--- src/rtl/fetch_sequencer_pkg.sv ---
// Shared types and constants for the fetch sequencer slice.
package fetch_sequencer_pkg;

   localparam int PC_W = 16;

   typedef logic [PC_W-1:0] pc_t;

   localparam pc_t RESET_PC_DEF = 16'h0000;
   localparam pc_t PC_STEP_DEF  = 16'h0002;

   localparam logic [1:0] FETCH_IDLE  = 2'd0;
   localparam logic [1:0] FETCH_FETCH = 2'd1;
   localparam logic [1:0] FETCH_HOLD  = 2'd2;
   localparam logic [1:0] FETCH_HALT  = 2'd3;

   // Instruction addresses are halfword aligned; bit 0 is forced low.
   function automatic pc_t align_pc(input pc_t a);
      return a & ~pc_t'(1);
   endfunction

endpackage

--- src/rtl/fetch_sequencer_if.sv ---
// Instruction memory request/response bus.
interface fetch_sequencer_if;
   import fetch_sequencer_pkg::*;

   logic imem_req;
   pc_t  imem_addr;
   logic imem_rdy;
   pc_t  imem_data;

   modport master (output imem_req, output imem_addr, input imem_rdy, input imem_data);
   modport slave  (input imem_req, input imem_addr, output imem_rdy, output imem_data);

endinterface

--- src/rtl/carry_lookahead.sv ---
// Generic carry-lookahead adder/subtractor.
module carry_lookahead #(
   parameter int W = 16
) (
   input  logic [W-1:0] i_a,
   input  logic [W-1:0] i_b,
   input  logic         i_sub,
   output logic [W-1:0] o_sum,
   output logic         o_ovf
);

   logic [W-1:0] w_b;
   logic [W-1:0] w_g;
   logic [W-1:0] w_p;
   logic [W:0]   w_c;

   assign w_b = i_b ^ {W{i_sub}};
   assign w_g = i_a & w_b;
   assign w_p = i_a ^ w_b;

   // Carry chain from generate/propagate terms.
   always_comb begin
      w_c    = '0;
      w_c[0] = i_sub;
      for (int i = 0; i < W; i++) begin
         w_c[i+1] = w_g[i] | (w_p[i] & w_c[i]);
      end
   end

   assign o_sum = w_p ^ w_c[W-1:0];
   assign o_ovf = w_c[W] ^ w_c[W-1];

endmodule

--- src/rtl/fetch_sequencer_pc_incr.sv ---
// pc_incr: next sequential PC and the decode-side instr_pc + step.
module fetch_sequencer_pc_incr
   import fetch_sequencer_pkg::*;
#(
   parameter pc_t PC_STEP = PC_STEP_DEF
) (
   input  pc_t i_pc,
   input  pc_t i_instr_pc,
   output pc_t o_pc_next,
   output pc_t o_instr_pc_plus
);

   // Signed overflow has no meaning for addresses; wrap is silent.
   logic w_ovf_unused_pc;
   logic w_ovf_unused_ipc;

   carry_lookahead #(.W(PC_W)) u_add_pc (
      .i_a   (i_pc),
      .i_b   (PC_STEP),
      .i_sub (1'b0),
      .o_sum (o_pc_next),
      .o_ovf (w_ovf_unused_pc)
   );

   carry_lookahead #(.W(PC_W)) u_add_ipc (
      .i_a   (i_instr_pc),
      .i_b   (PC_STEP),
      .i_sub (1'b0),
      .o_sum (o_instr_pc_plus),
      .o_ovf (w_ovf_unused_ipc)
   );

endmodule

--- src/rtl/fetch_sequencer.sv ---
// Fetch sequencer: owns the PC, issues one imem request at a time and
// holds the returned word for decode.
//
// state | meaning
// IDLE  | first cycle after reset, no request
// FETCH | imem_req high at pc_q, waiting for imem_rdy
// HOLD  | instruction presented to decode, waiting for it to be consumed
// HALT  | HLT retired; terminal until reset
module fetch_sequencer
   import fetch_sequencer_pkg::*;
#(
   parameter pc_t RESET_PC = RESET_PC_DEF,
   parameter pc_t PC_STEP  = PC_STEP_DEF
) (
   input  logic               clk,
   input  logic               rst,
   fetch_sequencer_if.master  imem,
   input  logic               i_stall,
   input  logic               i_halt_in,
   input  logic               i_redirect_valid,
   input  pc_t                i_redirect_pc,
   output pc_t                o_instr,
   output logic               o_instr_valid,
   output pc_t                o_instr_pc,
   output pc_t                o_pc_plus2,
   output logic               o_halted
);

   logic [1:0] r_state;
   pc_t        r_pc;
   pc_t        r_instr;
   pc_t        r_instr_pc;
   logic       r_instr_valid;
   logic       r_halted;

   logic [1:0] w_state_nxt;
   pc_t        w_pc_nxt;
   pc_t        w_instr_nxt;
   pc_t        w_instr_pc_nxt;
   logic       w_instr_valid_nxt;
   logic       w_halted_nxt;
   pc_t        w_pc_inc;

   fetch_sequencer_pc_incr #(.PC_STEP(PC_STEP)) u_pc_incr (
      .i_pc            (r_pc),
      .i_instr_pc      (r_instr_pc),
      .o_pc_next       (w_pc_inc),
      .o_instr_pc_plus (o_pc_plus2)
   );

   assign imem.imem_req  = (r_state == FETCH_FETCH);
   assign imem.imem_addr = r_pc;
   assign o_instr        = r_instr;
   assign o_instr_valid  = r_instr_valid;
   assign o_instr_pc     = r_instr_pc;
   assign o_halted       = r_halted;

   // Next-state logic; redirect outranks halt, halt outranks stall.
   always_comb begin
      w_state_nxt       = r_state;
      w_pc_nxt          = r_pc;
      w_instr_nxt       = r_instr;
      w_instr_pc_nxt    = r_instr_pc;
      w_instr_valid_nxt = r_instr_valid;
      w_halted_nxt      = r_halted;
      case (r_state)
         FETCH_IDLE: begin
            w_state_nxt = FETCH_FETCH;
         end
         FETCH_FETCH: begin
            if (i_redirect_valid) begin
               // Any response arriving alongside the redirect is dropped.
               w_pc_nxt          = align_pc(i_redirect_pc);
               w_instr_valid_nxt = 1'b0;
            end else if (imem.imem_rdy) begin
               w_instr_nxt       = imem.imem_data;
               w_instr_pc_nxt    = r_pc;
               w_pc_nxt          = w_pc_inc;
               w_instr_valid_nxt = 1'b1;
               w_state_nxt       = FETCH_HOLD;
            end
         end
         FETCH_HOLD: begin
            if (i_redirect_valid) begin
               w_pc_nxt          = align_pc(i_redirect_pc);
               w_instr_valid_nxt = 1'b0;
               w_state_nxt       = FETCH_FETCH;
            end else if (i_halt_in) begin
               w_instr_valid_nxt = 1'b0;
               w_halted_nxt      = 1'b1;
               w_state_nxt       = FETCH_HALT;
            end else if (!i_stall) begin
               w_instr_valid_nxt = 1'b0;
               w_state_nxt       = FETCH_FETCH;
            end
         end
         default: begin
            w_state_nxt = FETCH_HALT;
         end
      endcase
   end

   // State and datapath registers.
   always_ff @(posedge clk or posedge rst) begin
      if (rst) begin
         r_state       <= FETCH_IDLE;
         r_pc          <= RESET_PC;
         r_instr       <= '0;
         r_instr_pc    <= '0;
         r_instr_valid <= 1'b0;
         r_halted      <= 1'b0;
      end else begin
         r_state       <= w_state_nxt;
         r_pc          <= w_pc_nxt;
         r_instr       <= w_instr_nxt;
         r_instr_pc    <= w_instr_pc_nxt;
         r_instr_valid <= w_instr_valid_nxt;
         r_halted      <= w_halted_nxt;
      end
   end

endmodule

--- src/flat_wrapper.sv ---
// flat-port wrapper written by rule: the top's interface ports become plain ports
module fetch_sequencer_flat import fetch_sequencer_pkg::*;
#(
   parameter pc_t RESET_PC = RESET_PC_DEF,
   parameter pc_t PC_STEP  = PC_STEP_DEF
)
  (clk, rst, i_stall, i_halt_in, i_redirect_valid, i_redirect_pc, o_instr, o_instr_valid, o_instr_pc, o_pc_plus2, o_halted, imem_imem_req, imem_imem_addr, imem_imem_rdy, imem_imem_data);
  fetch_sequencer_if imem_i ();
  input  logic clk;
  input  logic rst;
  input  logic i_stall;
  input  logic i_halt_in;
  input  logic i_redirect_valid;
  input  pc_t i_redirect_pc;
  output pc_t o_instr;
  output logic o_instr_valid;
  output pc_t o_instr_pc;
  output pc_t o_pc_plus2;
  output logic o_halted;
  output wire logic [$bits(imem_i.imem_req)-1:0] imem_imem_req;
  output wire logic [$bits(imem_i.imem_addr)-1:0] imem_imem_addr;
  input wire logic [$bits(imem_i.imem_rdy)-1:0] imem_imem_rdy;
  input wire logic [$bits(imem_i.imem_data)-1:0] imem_imem_data;
  assign imem_imem_req = imem_i.imem_req;
  assign imem_imem_addr = imem_i.imem_addr;
  assign imem_i.imem_rdy = imem_imem_rdy;
  assign imem_i.imem_data = imem_imem_data;
  fetch_sequencer #(.RESET_PC(RESET_PC), .PC_STEP(PC_STEP)) u_core (.clk(clk), .rst(rst), .imem(imem_i), .i_stall(i_stall), .i_halt_in(i_halt_in), .i_redirect_valid(i_redirect_valid), .i_redirect_pc(i_redirect_pc), .o_instr(o_instr), .o_instr_valid(o_instr_valid), .o_instr_pc(o_instr_pc), .o_pc_plus2(o_pc_plus2), .o_halted(o_halted));
endmodule
--- config.mk ---
export PLATFORM = sky130hd
export DESIGN_NAME = fetch_sequencer_flat
export DESIGN_NICKNAME = d
export VERILOG_FILES = /design/src/rtl/fetch_sequencer_pkg.sv /design/src/rtl/fetch_sequencer_if.sv /design/src/rtl/carry_lookahead.sv /design/src/rtl/fetch_sequencer_pc_incr.sv /design/src/rtl/fetch_sequencer.sv /design/src/flat_wrapper.sv
export SDC_FILE = /design/constraint.sdc
export NUM_CORES = 1
export LEC_CHECK = 0
export CAP_MARGIN = 0
export CORE_ASPECT_RATIO = 0.9
export CORE_MARGIN = 2
export CORE_UTILIZATION = 31
export DETAILED_ROUTE_END_ITERATION = 7
export HOLD_SLACK_MARGIN = 0.15
export REMOVE_ABC_BUFFERS = 1
export SYNTH_ARGS = -nofsm -noshare
export SYNTH_HDL_FRONTEND = slang
export SYNTH_SLANG_ARGS = --single-unit
--- constraint.sdc ---
create_clock -name clk -period 4.3 [get_ports clk]
set_input_delay 0.43 -clock clk [delete_from_list [all_inputs] [get_ports clk]]
set_output_delay 0.43 -clock clk [all_outputs]
set_load 0.005 [all_outputs]
==> flow_results.org, run 1 <==
** Critical path
- In this design, the stage delay of the slowest critical-path cell is 490 ps.
- STA classifies the critical path startpoint as a flop.
- Crit-path most repeated cell :: sky130_fd_sc_hd__ha_1
- Of all nets on the critical path, the largest fanout is 2.
- The critical path in this run is classified as reg2out.
- The worst setup path is captured at an output port.
- In this run the critical register-to-register path is captured at u_core.imem.imem_addr[14].
- Reg-to-reg startpoint :: u_core.imem.imem_addr[1]
- At the worst endpoint, the required time is 3870 ps.
- Counting buffers and inverters, the worst setup path is 14 cells deep.
- CP cell instances :: ha_2 -> ha_1 -> ha_1 -> ha_1 -> ha_1 -> ha_1 -> ha_1 -> ha_1 -> ha_1 -> ha_1 -> ha_1 -> ha_1 -> ha_1 -> clkdlybuf4s50_1
- Broken down by cell family, the worst path's largest delay share belongs to adder cells.
- Worst path arrival time :: 3740 ps
- The number of buffers and inverters on the critical path is 1.
- Max stage delay cell, worst path :: sky130_fd_sc_hd__clkdlybuf4s50_1
- Across all register-to-register paths, the minimum setup slack is 660 ps.
- FF-to-FF path depth :: 15

** Synth
- The share of the synthesized area in compound gates (AO/OA/AOI/OAI) was 0.0377.
- A synthesized cell averages 14.3 um2.
- Post-synthesis share of cell area spent on xor and xnor gates :: 0.00330
- After technology mapping, the gate count stands at 186.
- In this run, distinct cell masters in the synthesized netlist total 29.
- Of the total synthesized cell area, the portion taken by full adders, half adders and majority gates is 0.141.
- For this run, asynchronously set or reset flops after synthesis account for 1.00.
- Cells taking the most area after synthesis :: sky130_fd_sc_hd__dfrtp_1, sky130_fd_sc_hd__mux2_2, sky130_fd_sc_hd__ha_1
- The synthesized netlist occupies a cell area of 2650 um2.
- Top flip-flop cell by instance count after synthesis :: sky130_fd_sc_hd__dfrtp_1
- By instance count, the leading cell after synthesis is sky130_fd_sc_hd__dfrtp_1.
- Synthesis inferred 50 register bits.
- Yosys mapped a number of flops with a built-in enable equal to 0.
- Of the post-synthesis cell area, the dominant cell type holds 0.471.
- Of the total synthesized cell area, the portion taken by AND, OR, NAND and NOR gates is 0.0306.
- The commonest cells after synthesis are sky130_fd_sc_hd__dfrtp_1, sky130_fd_sc_hd__mux2_2, sky130_fd_sc_hd__ha_1.
- Multiplexer share of the synthesized area :: 0.275
- Dominant cell type by area after synthesis :: sky130_fd_sc_hd__dfrtp_1
- The share of the Yosys chip area taken by registers is 0.471.
- Yosys warnings :: 0
- By area, the combinational part of the netlist is dominated by multiplexers.

** Final layout
- In the final design database the tool counted 356 nets.
- The multi-input combinational cells in the finished layout cover a total of 1310 um2.
- Relative to the synthesized area, the layout overhead comes to 46.1%.
- For this run, the share of the core covered by cells in the final layout is 0.459.
- Share of layout cells above drive strength 1 :: 0.253
- Fin cells :: 407
- Antenna cells :: 0
- In the final layout, flip-flops and latches occupy 1250 um2.
- Filler cells :: 799

** Placement
- Once placement completed, the tool counted placed cells totaling 397.
- Final weighted congestion in routability-driven placement :: 0.677
- The wire-length estimate of the detail-placed layout is 4230 um.
- Port Buf Inserts :: 100
- Setup slack at placement :: 301 ps

** Floorplan
- In this run the vertical extent of the chip is 91.8 um.
- Initial Util :: 0.314
- Number of rows created at floorplan :: 32
- DIE AREA :: 9320 um2
- I/O pins :: 105
- From left edge to right edge, the die measures 102 um.
- In this run the standard cell core region covers 8450 um2.

** Min path
- Counting instances, the worst hold path has a depth of 1.
- Capture endpoint of the worst hold path :: u_core.o_halted
- Hold Crit Class :: reg2reg
- In this run the most critical hold path is launched from u_core.o_halted.

** Clocking
- Hold repair after CTS inserted 0 buffers.
- Clock-pin slew was measured on the worst setup and hold paths at 90 ps.
- Counting along the longest clock path gives a buffer depth of 2.
- The clock tree synthesis step divided the H-tree into 2 levels.
- In this run, CTS created clock tree buffers numbering 5.
- CTS tree :: built
- The later pin in the worst-skew pair is clocked with a latency of 290 ps.
- Clock tree root buffer cell :: sky130_fd_sc_hd__clkbuf_8
- The tree built by TritonCTS fans out to 50 sinks.

** Detailed routing
- The first TritonRoute pass finished after 3 iterations.
- Total Wirelength :: 5760 um
- Antenna-violating nets left :: 0
- Wire length per cell after detailed routing :: 14.2 um
- For this block, the initial DRC count from the detailed router was 27.
- After detailed routing, the number of vias per cell comes to 4.50.
- In the routed design, unresolved DRC markers number 0.
- Overall via count from detail_route :: 1830

** Global routing
- Largest net degree at the start of global routing :: 51
- GRT Total Usage :: 0.126
- For this run the aggregate overflow at the end of global routing stands at 0.
- Initial antenna violation count :: 0
- In the global route stage, met3 resource usage came out at 0.0343.
- Layer carrying the most global-route usage :: met2
- Global-route wire length before repair :: 9290 um
- The number of global-route vias before repair was 1921.
- For met1 alone, demand over resource in global routing was 0.166.
- For this run, global-route usage on met2 was measured as 0.208.

** Timing
- The worst path meets setup with 131 ps of slack.
- Relative slew margins :: 0.282
- For the pin with the worst max-slew slack, the measured transition is 1080 ps.
- Largest clock skew in the final design :: 3.42 ps
- Period Utilization, post-route :: 0.970
- The final hold violation count came to 0.
- Timing would allow up to 240 MHz.
- The number of pins with negative max-slew slack in the final report came to 0.
- Min Tclk post-route :: 4170 ps
- Setup violations remaining at the end of the flow were counted as 0.

** Outcome
- The flow ran to the end, and the final reports show no timing, DRC or antenna violations.

** Pwr
- Across the VDD grid, the largest voltage drop is 140 uV.
- Cell Pwr Density :: 227 nW/um2
- Static leakage power :: 1.93 nW

** Flow run
- Max-cap violations in this run came to 0.
-- through the flow --
stage / setup TNS (ps) / hold WS (ps) / instance area [um2] / total power, mW
after floorplan: 0 / 451 / 2580 / 0.508
after global placement: 0 / 444 / 3740 / 0.552
after detailed placement: 0 / 451 / 3740 / 0.553
after CTS: 0 / 480 / 3870 / 0.903
after global routing: -3.65 / 498 / 3880 / 0.923
final: 0 / 479 / 3880 / 0.879
-- flip-flops by register name, summed over array words and instances (netlist names) --
signal,count
u_core.o_instr,16
u_core.o_instr_pc,15
u_core.o_halted,1
u_core.o_instr_valid,1
u_core.imem.imem_addr,15
u_core.r_state,2
-- cells in the final DEF (no fill, tap or decap), drive strengths merged, types with 2 or more instances in the layout --
cell type,synthesis,layout
clkdlybuf4s50,0,99
mux2,57,57
dfrtp,50,50
ha,30,30
inv,7,7
clkbuf,0,6
o21ai,4,4
buf,11,4
nand2,3,3
conb,1,3
nor2,3,3
a32oi,2,2
mux2i,2,2
nor3b,2,2
a22oi,2,2
nor2b,2,2
-- how the worst max path moves through the flow --
stage                                   from                        end  slack, ps
CTS                     u_core.o_instr_pc[1]             o_pc_plus2[14]         50
finish                  u_core.o_instr_pc[2]             o_pc_plus2[14]        130
global placement        u_core.o_instr_pc[1]             o_pc_plus2[15]        330
floorplan           u_core.imem.imem_addr[1]  u_core.imem.imem_addr[14]        920
global route            u_core.o_instr_pc[2]             o_pc_plus2[14]         -4
detailed placement      u_core.o_instr_pc[1]             o_pc_plus2[15]        300
-- power by group --
| part | switching [mW] | internal, mW | total [mW] |
|---|---|---|---|
| logic | 0.0251 | 0.0442 | 0.0693 |
| clock network | 0.151 | 0.186 | 0.338 |
| registers | 0.00155 | 0.471 | 0.472 |
| total | 0.178 | 0.701 | 0.879 |
-- layer usage --
layer  wire (um)  vias up
met3         327        5
met2        2810       58
met4          36        0
met5           0        -
li1            -      863
met1        2580      904
-- logic make-up (layout without fill, tap and decap cells) --
logic type | after synthesis | in the layout
AND/OR/NAND/NOR | 13 | 13
XOR/XNOR | 1 | 1
buffers and inverters | 18 | 118
adder cells (fa/ha/maj) | 30 | 30
flip-flops | 50 | 50
other | 1 | 3
AO/OA/AOI/OAI | 14 | 14
multiplexers | 59 | 59
-- layout make-up --
class                      instances  area share
multi-input combinational        120       0.338
timing repair buffer             104       0.266
tap                              119      0.0384
inverter                           7     0.00678
sequential                        50       0.323
clock inverter                     1     0.00774
clock buffer                       6      0.0213
-- worst register-to-register path, cell delays in order, from the launching register on --
cell and delay, ps:
sky130_fd_sc_hd__dfrtp_1 450, sky130_fd_sc_hd__ha_1 240, sky130_fd_sc_hd__ha_1 200, sky130_fd_sc_hd__ha_1 190, sky130_fd_sc_hd__ha_1 190, sky130_fd_sc_hd__ha_1 190, sky130_fd_sc_hd__ha_1 180, sky130_fd_sc_hd__ha_1 180
sky130_fd_sc_hd__ha_1 180, sky130_fd_sc_hd__ha_1 180, sky130_fd_sc_hd__ha_1 190, sky130_fd_sc_hd__ha_1 190, sky130_fd_sc_hd__ha_1 190, sky130_fd_sc_hd__ha_1 260, sky130_fd_sc_hd__mux2_2 260, sky130_fd_sc_hd__mux2_2 260
-- timing repair --
action / 4_1_cts / 5_1_grt
gates resized for setup: 1 / 1
endpoints found under the setup margin: 1 / 1
buffers inserted: 2 / 1
Note: power is estimated with default switching activity, not from simulation.
==> run 2: changes to the inputs <==
--- a/config.mk
+++ b/config.mk
@@ -14,4 +14,5 @@
 export REMOVE_ABC_BUFFERS = 1
 export SYNTH_ARGS = -nofsm -noshare
 export SYNTH_HDL_FRONTEND = slang
+export SYNTH_HIERARCHICAL = 1
 export SYNTH_SLANG_ARGS = --single-unit
==> run 2 against run 1 <==
The flow now finishes with violations (setup timing). Flip-flop and latch count up 2. Die area up 30%. Non-clock buffer count up 19. Critical path depth up 4. Global-route usage up 0.090 points. Fmax down 40%. Cell area up 32%. Sequential share of layout area down 6.8 points. Combinational power rose to 33 times the previous value. Clock power up 23%. Critical endpoint is now o_pc_plus2[15]. Largest cell class unchanged.
==> flow_results.org, run 2 <==
** Flow run
- The max capacitance violation total is 0 (unchanged).

** Pwr
- The power density normalized to cell area came to 711 nW/um2 (+210%).
- The sequential cell fraction of total power came to 0.248 (-0.289).
- Comb power frac :: 0.638 (+0.559)
- Maximum VDD drop :: 240 uV (+71%)
- Total chip power :: 3.63 mW (+310%)
- The net switching power was 1.19 mW (+570%).
- Proportion of power drawn by the clock network :: 0.114 (-0.270)
- Switching power share of the total :: 0.327 (+0.125)
- The internal cell power is 2.44 mW (+250%).
- The leakage power of the design came to 2.28 nW (+18%).

** Critical path
- Critical setup path kind :: reg2out
- Worst path arrival time :: 6480 ps (+2740 ps)
- Worst-path maximum fanout :: 2 (unchanged)
- CP endpoint kind :: output port
- Worst Path Required :: 3870 ps (about the same)
- Critical Path Source Type :: flop

** Clocking
- Clk pin slew, worst setup/hold paths :: 70 ps (-20 ps)
- The number of clock sinks seen by CTS is 52 (+4.0%).
- The number of buffers between clock root and the deepest sink was 2 (unchanged).
- The number of clock buffers inserted by TritonCTS was 5 (unchanged).
- The clock latency of the later-clocked register in the worst-skew pair is 290 ps (about the same).
- The root buffer cell chosen for the clock tree is sky130_fd_sc_hd__clkbuf_16.
- The CTS H-tree depth came to 2 (unchanged).
- Post-CTS setup-driven buffer insertion count :: 0 (-2)
- The count of hold-fix buffers inserted at cts is 0 (unchanged).
- TritonCTS built the clock tree.

** Detailed routing
- First-pass DRT Iterations :: 4 (+1)
- The total detailed-routing wirelength is 7270 um (+26%).
- The count of antenna-violating nets left after detailed routing is 0 (unchanged).
- Ratio of routed vias to standard cells :: 3.98 (-11%)
- The initial detailed-routing violation count came to 28 (+3.7%).
- Overall via count from detail_route :: 2326 (+27%)
- Remaining DRCs :: 0 (unchanged)
- The average wire per cell in the routed design is 12.5 um (-12%).

** Final layout
- Fin cells :: 584 (+43%)
- Share of layout cells above drive strength 1 :: 0.322 (+0.0683)
- Growth of design area from synthesis to finish :: 45.9%
- The final-layout fill cell count was 1033 (+29%).
- Commonest non-fill, non-tap cell in the layout :: sky130_fd_sc_hd__clkdlybuf4s50_1
- The area of all placed cells without fillers is 5100 um2 (+32%).
- The library cells used most frequently in the layout, excluding fill and tap cells, are sky130_fd_sc_hd__clkdlybuf4s50_1, sky130_fd_sc_hd__inv_1, sky130_fd_sc_hd__dfrtp_1, sky130_fd_sc_hd__mux2_2, sky130_fd_sc_hd__conb_1.
- Post-layout nets :: 505 (+42%)
- Antenna cells :: 0 (unchanged)
- The post-layout utilization of the core came to 0.468 (+0.00900).

** Timing
- Smallest hold slack :: 488 ps (+9.15 ps)
- Fmax achieved :: 145 MHz (-40%)
- The worst clock skew came to 5.32 ps (+1.90 ps).
- The setup TNS came to -18430 ps (-18430 ps).
- The transition time at the pin with the least slew margin came to 1060 ps (-18.7 ps).
- Setup violations, final :: 15 (+15)
- The portion of the clock cycle consumed by the worst path in the final layout came to 1.61 (+0.638).
- The remaining max-slew budget at the tightest pin is 0.296 (+0.0135).
- Setup repair after global routing could not meet its margin everywhere.
- Count of final hold-check violations :: 0 (unchanged)
- The number of pins with negative max-slew slack in the final report was 0 (unchanged).
- Min Tclk post-route :: 6910 ps (+2740 ps)
- Final WS setup :: -2610 ps (-2740 ps)

** Floorplan
- DIE AREA :: 12100 um2 (+30%)
- Area of the placeable core :: 10900 um2 (+29%)
- The die height came to 105 um (+14%).
- Chip Width :: 116 um (+14%)
- The initial standard-cell utilization of the core came to 0.321 (+0.00658).
- The top-level I/O count came to 105 (unchanged).
- Number of rows created at floorplan :: 36 (+13%)

** Global routing
- Via count of the first global-routing pass :: 2449 (+27%)
- Initial antenna violation count :: 0 (unchanged)
- Global-route wire length before repair :: 12100 um (+31%)
- Largest net degree at the start of global routing :: 31 (-39%)
- The aggregate global routing overflow was 0 (unchanged).
- The total global-route track usage is 0.127 (+0.000899).

** Placement
- Setup slack at placement :: -3550 ps (-3850 ps)
- Instance area at placement :: 4890 um2 (+31%)
- The detailed placement HPWL came to 5610 um (+33%).
- Post-Place Cells :: 577 (+45%)
- Port Buf Inserts :: 103 (+3.0%)
- The final estimated routing congestion in global placement came to 0.776 (+15%).

** Synth
- Cell count after synthesis :: 278 (+49%)
- The cell area after synthesis was 3500 um2 (+32%).
- Yosys warnings :: 6 (+6)
- The synthesized area per cell is 12.6 um2 (-12%).

** Outcome
- Violated checks :: setup timing
- The run finished, with violations left.

** Min path
- In this run the worst hold path is classified as in2async.
==> run 2: changes by cell type in the layout (fill, tap and decap cells not counted), sizes merged, moves of 3 or more <==
cell | previous run | this run
inv | 7 | 63
conb | 3 | 36
fa | 0 | 30
xnor2 | 0 | 30
ha | 30 | 5
buf | 4 | 27
mux2 | 57 | 64
clkdlybuf4s50 | 99 | 94
nand2 | 3 | 0
==> run 2: cell type report <==
class / instances / area, um2 / share of cell area
multi-input cells: 187 / 2070 / 0.407
flip-flops and latches: 52 / 1300 / 0.255
repair buffers: 123 / 1150 / 0.225
inverters: 63 / 236 / 0.0464
well taps: 152 / 190 / 0.0373
clock buffers: 7 / 153 / 0.0299
==> run 2: what timing repair did <==
action / CTS / global route
cloned: 0 / 0
pin swaps: 15 / 0
hold endpoints to repair: 0 / 0
gates resized for setup: 64 / 13
endpoints found under the setup margin: 17 / 15
==> run 2: worst paths after layout <==
check,depth (start not counted),from,slack (ps),to
max reg2reg,19,u_core/imem.imem_addr[1],-2050,u_core/imem.imem_addr[15]
min reg2reg,1,u_core/o_halted,490,u_core/o_halted
max in group asynchronous,3,rst,3000,u_core/imem.imem_addr[13]
max,18,u_core/o_instr_pc[1],-2610,o_pc_plus2[15]
min,2,rst,490,u_core/o_instr[13]
min in group clk,1,u_core/o_halted,490,u_core/o_halted
==> run 2: per-layer routing <==
layer  wire [um]  global-route usage  vias up  share of wire
met5           0                   0        -              0
met4          45              0.0255        0         0.0062
met2        3420               0.203       67           0.47
met1        3340               0.173     1135           0.46
li1            -                   -     1120              -
met3         474              0.0348        4          0.065
==> run 2: critical path, cell delays in order (launching register included) <==
cell and delay [ps]:
sky130_fd_sc_hd__dfrtp_1 360, sky130_fd_sc_hd__inv_2 40, sky130_fd_sc_hd__fa_2 340, sky130_fd_sc_hd__fa_2 370
sky130_fd_sc_hd__fa_2 370, sky130_fd_sc_hd__fa_2 380, sky130_fd_sc_hd__fa_2 380, sky130_fd_sc_hd__fa_2 380
sky130_fd_sc_hd__fa_2 380, sky130_fd_sc_hd__fa_2 380, sky130_fd_sc_hd__fa_2 380, sky130_fd_sc_hd__fa_2 370
sky130_fd_sc_hd__fa_2 380, sky130_fd_sc_hd__fa_2 370, sky130_fd_sc_hd__fa_2 360, sky130_fd_sc_hd__fa_2 340
sky130_fd_sc_hd__fa_1 480, sky130_fd_sc_hd__inv_1 40, sky130_fd_sc_hd__clkbuf_2 100
==> run 2: power groups by stage <==
stage | Sequential (mW) | Clock, mW | Combinational, mW
after detailed placement | 0.909 | 0 | 2.33
final | 0.899 | 0.415 | 2.31
after floorplan | 0.928 | 0 | 1.10
after global placement | 0.902 | 0 | 2.28
after CTS | 0.904 | 0.436 | 2.31
after global routing | 0.936 | 0.454 | 2.60
==> run 3: changes to the inputs <==
--- a/config.mk
+++ b/config.mk
@@ -6,7 +6,7 @@
 export NUM_CORES = 1
 export LEC_CHECK = 0
 export CAP_MARGIN = 0
-export CORE_ASPECT_RATIO = 0.9
+export CORE_ASPECT_RATIO = 0.8
 export CORE_MARGIN = 2
 export CORE_UTILIZATION = 31
 export DETAILED_ROUTE_END_ITERATION = 7
==> run 3 against run 2 <==
The flow still finishes with violations (setup timing). Power increased by 2.0%. First-iteration DRC count down 7.1%. Core utilization about the same. Critical path depth is the same. Fmax is 0.24% lower. Register-to-register slack worse by 40 ps. Largest power group unchanged.
==> flow_results.org, run 3 (synthesized netlist as in run 2, its figures left out) <==
** Outcome
- Outcome :: complete, but fails checks
- Violated checks :: setup timing

** Min path
- The tightest min-delay check is of the reg2reg type.

** Timing
- Setup violations, final :: 15 (unchanged)
- The upper clock frequency limit came to 144 MHz (-0.24%).
- Transition time of the tightest slew-check pin :: 1080 ps (+18.9 ps)
- Largest clock skew in the final design :: 4.72 ps (-0.602 ps)
- Period Utilization, post-route :: 1.61 (+0.00382)
- Count of final hold-check violations :: 0 (unchanged)
- Final WS setup :: -2630 ps (-16.4 ps)
- Setup repair after global routing could not meet its margin everywhere.
- Relative slew margins :: 0.283 (-0.0126)
- The shortest period the worst path allows came to 6930 ps (+16.4 ps).
- Fin. max-slew vios :: 0 (unchanged)

** Clocking
- The clock transition at the registers of the reported paths came to 70 ps (about the same).
- CTS tree :: built
- The number of buffers between clock root and the deepest sink came to 2 (unchanged).
- Clock tree root buffer cell :: sky130_fd_sc_hd__clkbuf_16
- The number of clock buffers inserted by TritonCTS came to 5 (unchanged).
- Insertion delay to the later sink of the worst-skew pair :: 290 ps (about the same)
- The number of clock sinks seen by CTS came to 52 (unchanged).
- The count of hold-fix buffers inserted at cts is 0 (unchanged).
- The CTS H-tree depth came to 2 (unchanged).

** Final layout
- From synthesis to final layout, the design area changed by 46.3%.
- Share of layout cells above drive strength 1 :: 0.325 (+0.00313)
- The diode insertion count for antenna repair came to 0 (unchanged).
- Post-layout nets :: 507 (+0.40%)
- Leaving out fill and tap cells, the most frequent cells in the layout are sky130_fd_sc_hd__clkdlybuf4s50_1, sky130_fd_sc_hd__inv_1, sky130_fd_sc_hd__dfrtp_1, sky130_fd_sc_hd__mux2_2, sky130_fd_sc_hd__conb_1.
- Commonest non-fill, non-tap cell in the layout :: sky130_fd_sc_hd__clkdlybuf4s50_1

** Pwr
- The peak ir drop on the vdd network came to 313 uV (+31%).
- The overall power consumption is 3.70 mW (+2.0%).
- Cell Pwr Density :: 723 nW/um2 (+1.7%)
- The leakage power of the design was 2.29 nW (+0.40%).

** Placement
- Port Buf Inserts :: 103 (unchanged)
- The setup slack at placement came to -3460 ps (+89.8 ps).
- The detailed placement HPWL came to 5610 um (about the same).
- Final weighted congestion in routability-driven placement :: 0.737 (-5.0%)

** Critical path
- The maximum fanout along the worst path was 2 (unchanged).
- CP endpoint kind :: output port
- In this design, the critical path's most frequently occurring cell is sky130_fd_sc_hd__fa_2.
- Critical setup path kind :: reg2out
- Worst Path Required :: 3870 ps (about the same)
- Worst path arrival time :: 6500 ps (+20 ps)
- For this design, the slowest cell found on the critical path is sky130_fd_sc_hd__fa_1.
- Peak per-stage delay on the critical path :: 480 ps (about the same)
- Critical Path Source Type :: flop
- CP cell instances :: inv_2 -> fa_2 -> fa_2 -> fa_2 -> fa_2 -> fa_2 -> fa_2 -> fa_2 -> fa_2 -> fa_2 -> fa_2 -> fa_2 -> fa_2 -> fa_2 -> fa_2 -> fa_1 -> inv_1 -> clkbuf_2

** Floorplan
- Chip Width :: 123 um (+5.9%)
- Floorplan die height :: 99.0 um (-5.5%)
- The top-level I/O count is 105 (unchanged).
- The standard cell core area is 10900 um2 (+0.30%).
- The row count came to 34 (-5.6%).
- The initial standard-cell utilization of the core was 0.320 (-0.000954).
- The die footprint was 12100 um2 (about the same).

** Detailed routing
- First-pass DRT Iterations :: 4 (unchanged)
- Iter 0 DRT Violations :: 26 (-7.1%)
- The via count was 2359 (+1.4%).
- The count of antenna-violating nets left after detailed routing is 0 (unchanged).
- Wire length per cell after detailed routing :: 12.9 um (+3.5%)
- Ratio of routed vias to standard cells :: 4.08 (+2.5%)
- Remaining DRCs :: 0 (unchanged)
- Total Wirelength :: 7450 um (+2.4%)

** Global routing
- The largest net degree at the start of global routing was 32 (+3.2%).
- GRT Total Usage :: 0.133 (+0.00611)
- The initial antenna violation count is 0 (unchanged).
- The number of global-route vias before repair is 2568 (+4.9%).
- Remaining Overflow, GRT :: 0 (unchanged)
- Global-route wire length before repair :: 12600 um (+3.8%)

** Flow run
- The max capacitance violation total is 0 (unchanged).
## run 3: cell count changes in the layout (fill, tap and decap cells not counted), sizes merged
cell | previous run | this run
buf | 27 | 29
clkdlybuf4s15 | 0 | 1
dlygate4sd2 | 1 | 0
## run 3: per-layer routing
layer	wire [um]	GRT usage	vias up
li1	-	-	1130
met1	3290	0.171	1148
met2	3460	0.216	75
met3	648	0.0503	6
met4	48	0.0248	0
met5	0	0	-
## run 3: worst max-delay path: cells and delay by family, from the launching register on
family / cells / cell delay [ps]
adders and majority gates: 15 / 5660
buffers and inverters: 3 / 180
DFF: 1 / 360
## run 3: timing repair
action / CTS / global route
gates resized for setup: 67 / 12
endpoints found under the setup margin: 17 / 16
hold endpoints to repair: 0 / 0
pin swaps: 16 / 0
buffers inserted: 1 / 1
## run 3: report_power, final
group	leakage [nW]	switching [mW]	total [mW]	internal, mW
Combinational	1.60	0.877	2.37	1.50
Sequential	0.616	0.164	0.903	0.740
Clock	0.0760	0.178	0.422	0.245
Total	2.29	1.22	3.70	2.48
## run 3: path summary, 6_finish.rpt
check	slack [ps]	depth (start not counted)	startpoint	to
max reg2reg	-2090	19	u_core/imem.imem_addr[1]	u_core/imem.imem_addr[15]
min reg2reg	470	1	u_core/o_halted	u_core/o_halted
min in group asynchronous	490	2	rst	u_core/o_halted
max	-2630	18	u_core/o_instr_pc[1]	o_pc_plus2[15]
min	470	1	u_core/o_halted	u_core/o_halted
max in group asynchronous	3000	3	rst	u_core/o_instr[15]
## run 3: final cells by class
type,instances,area (um2)
tap,144,180
timing repair buffer,125,1170
clock buffer,7,153
inverter,63,236
sequential,52,1300
fill,1011,5820
multi-input combinational,187,2070
## run 3: per-stage QoR
step	instances	util	hold WS [ps]	instance area [um2]	TNS [ps]
global route	578	0.468	507	5120	-20990
detailed placement	569	0.446	457	4880	-30610
finish	578	0.468	474	5120	-18750
CTS	577	0.466	482	5100	-19190
global placement	569	0.446	458	4880	-30080
floorplan	302	-	465	3520	-25040
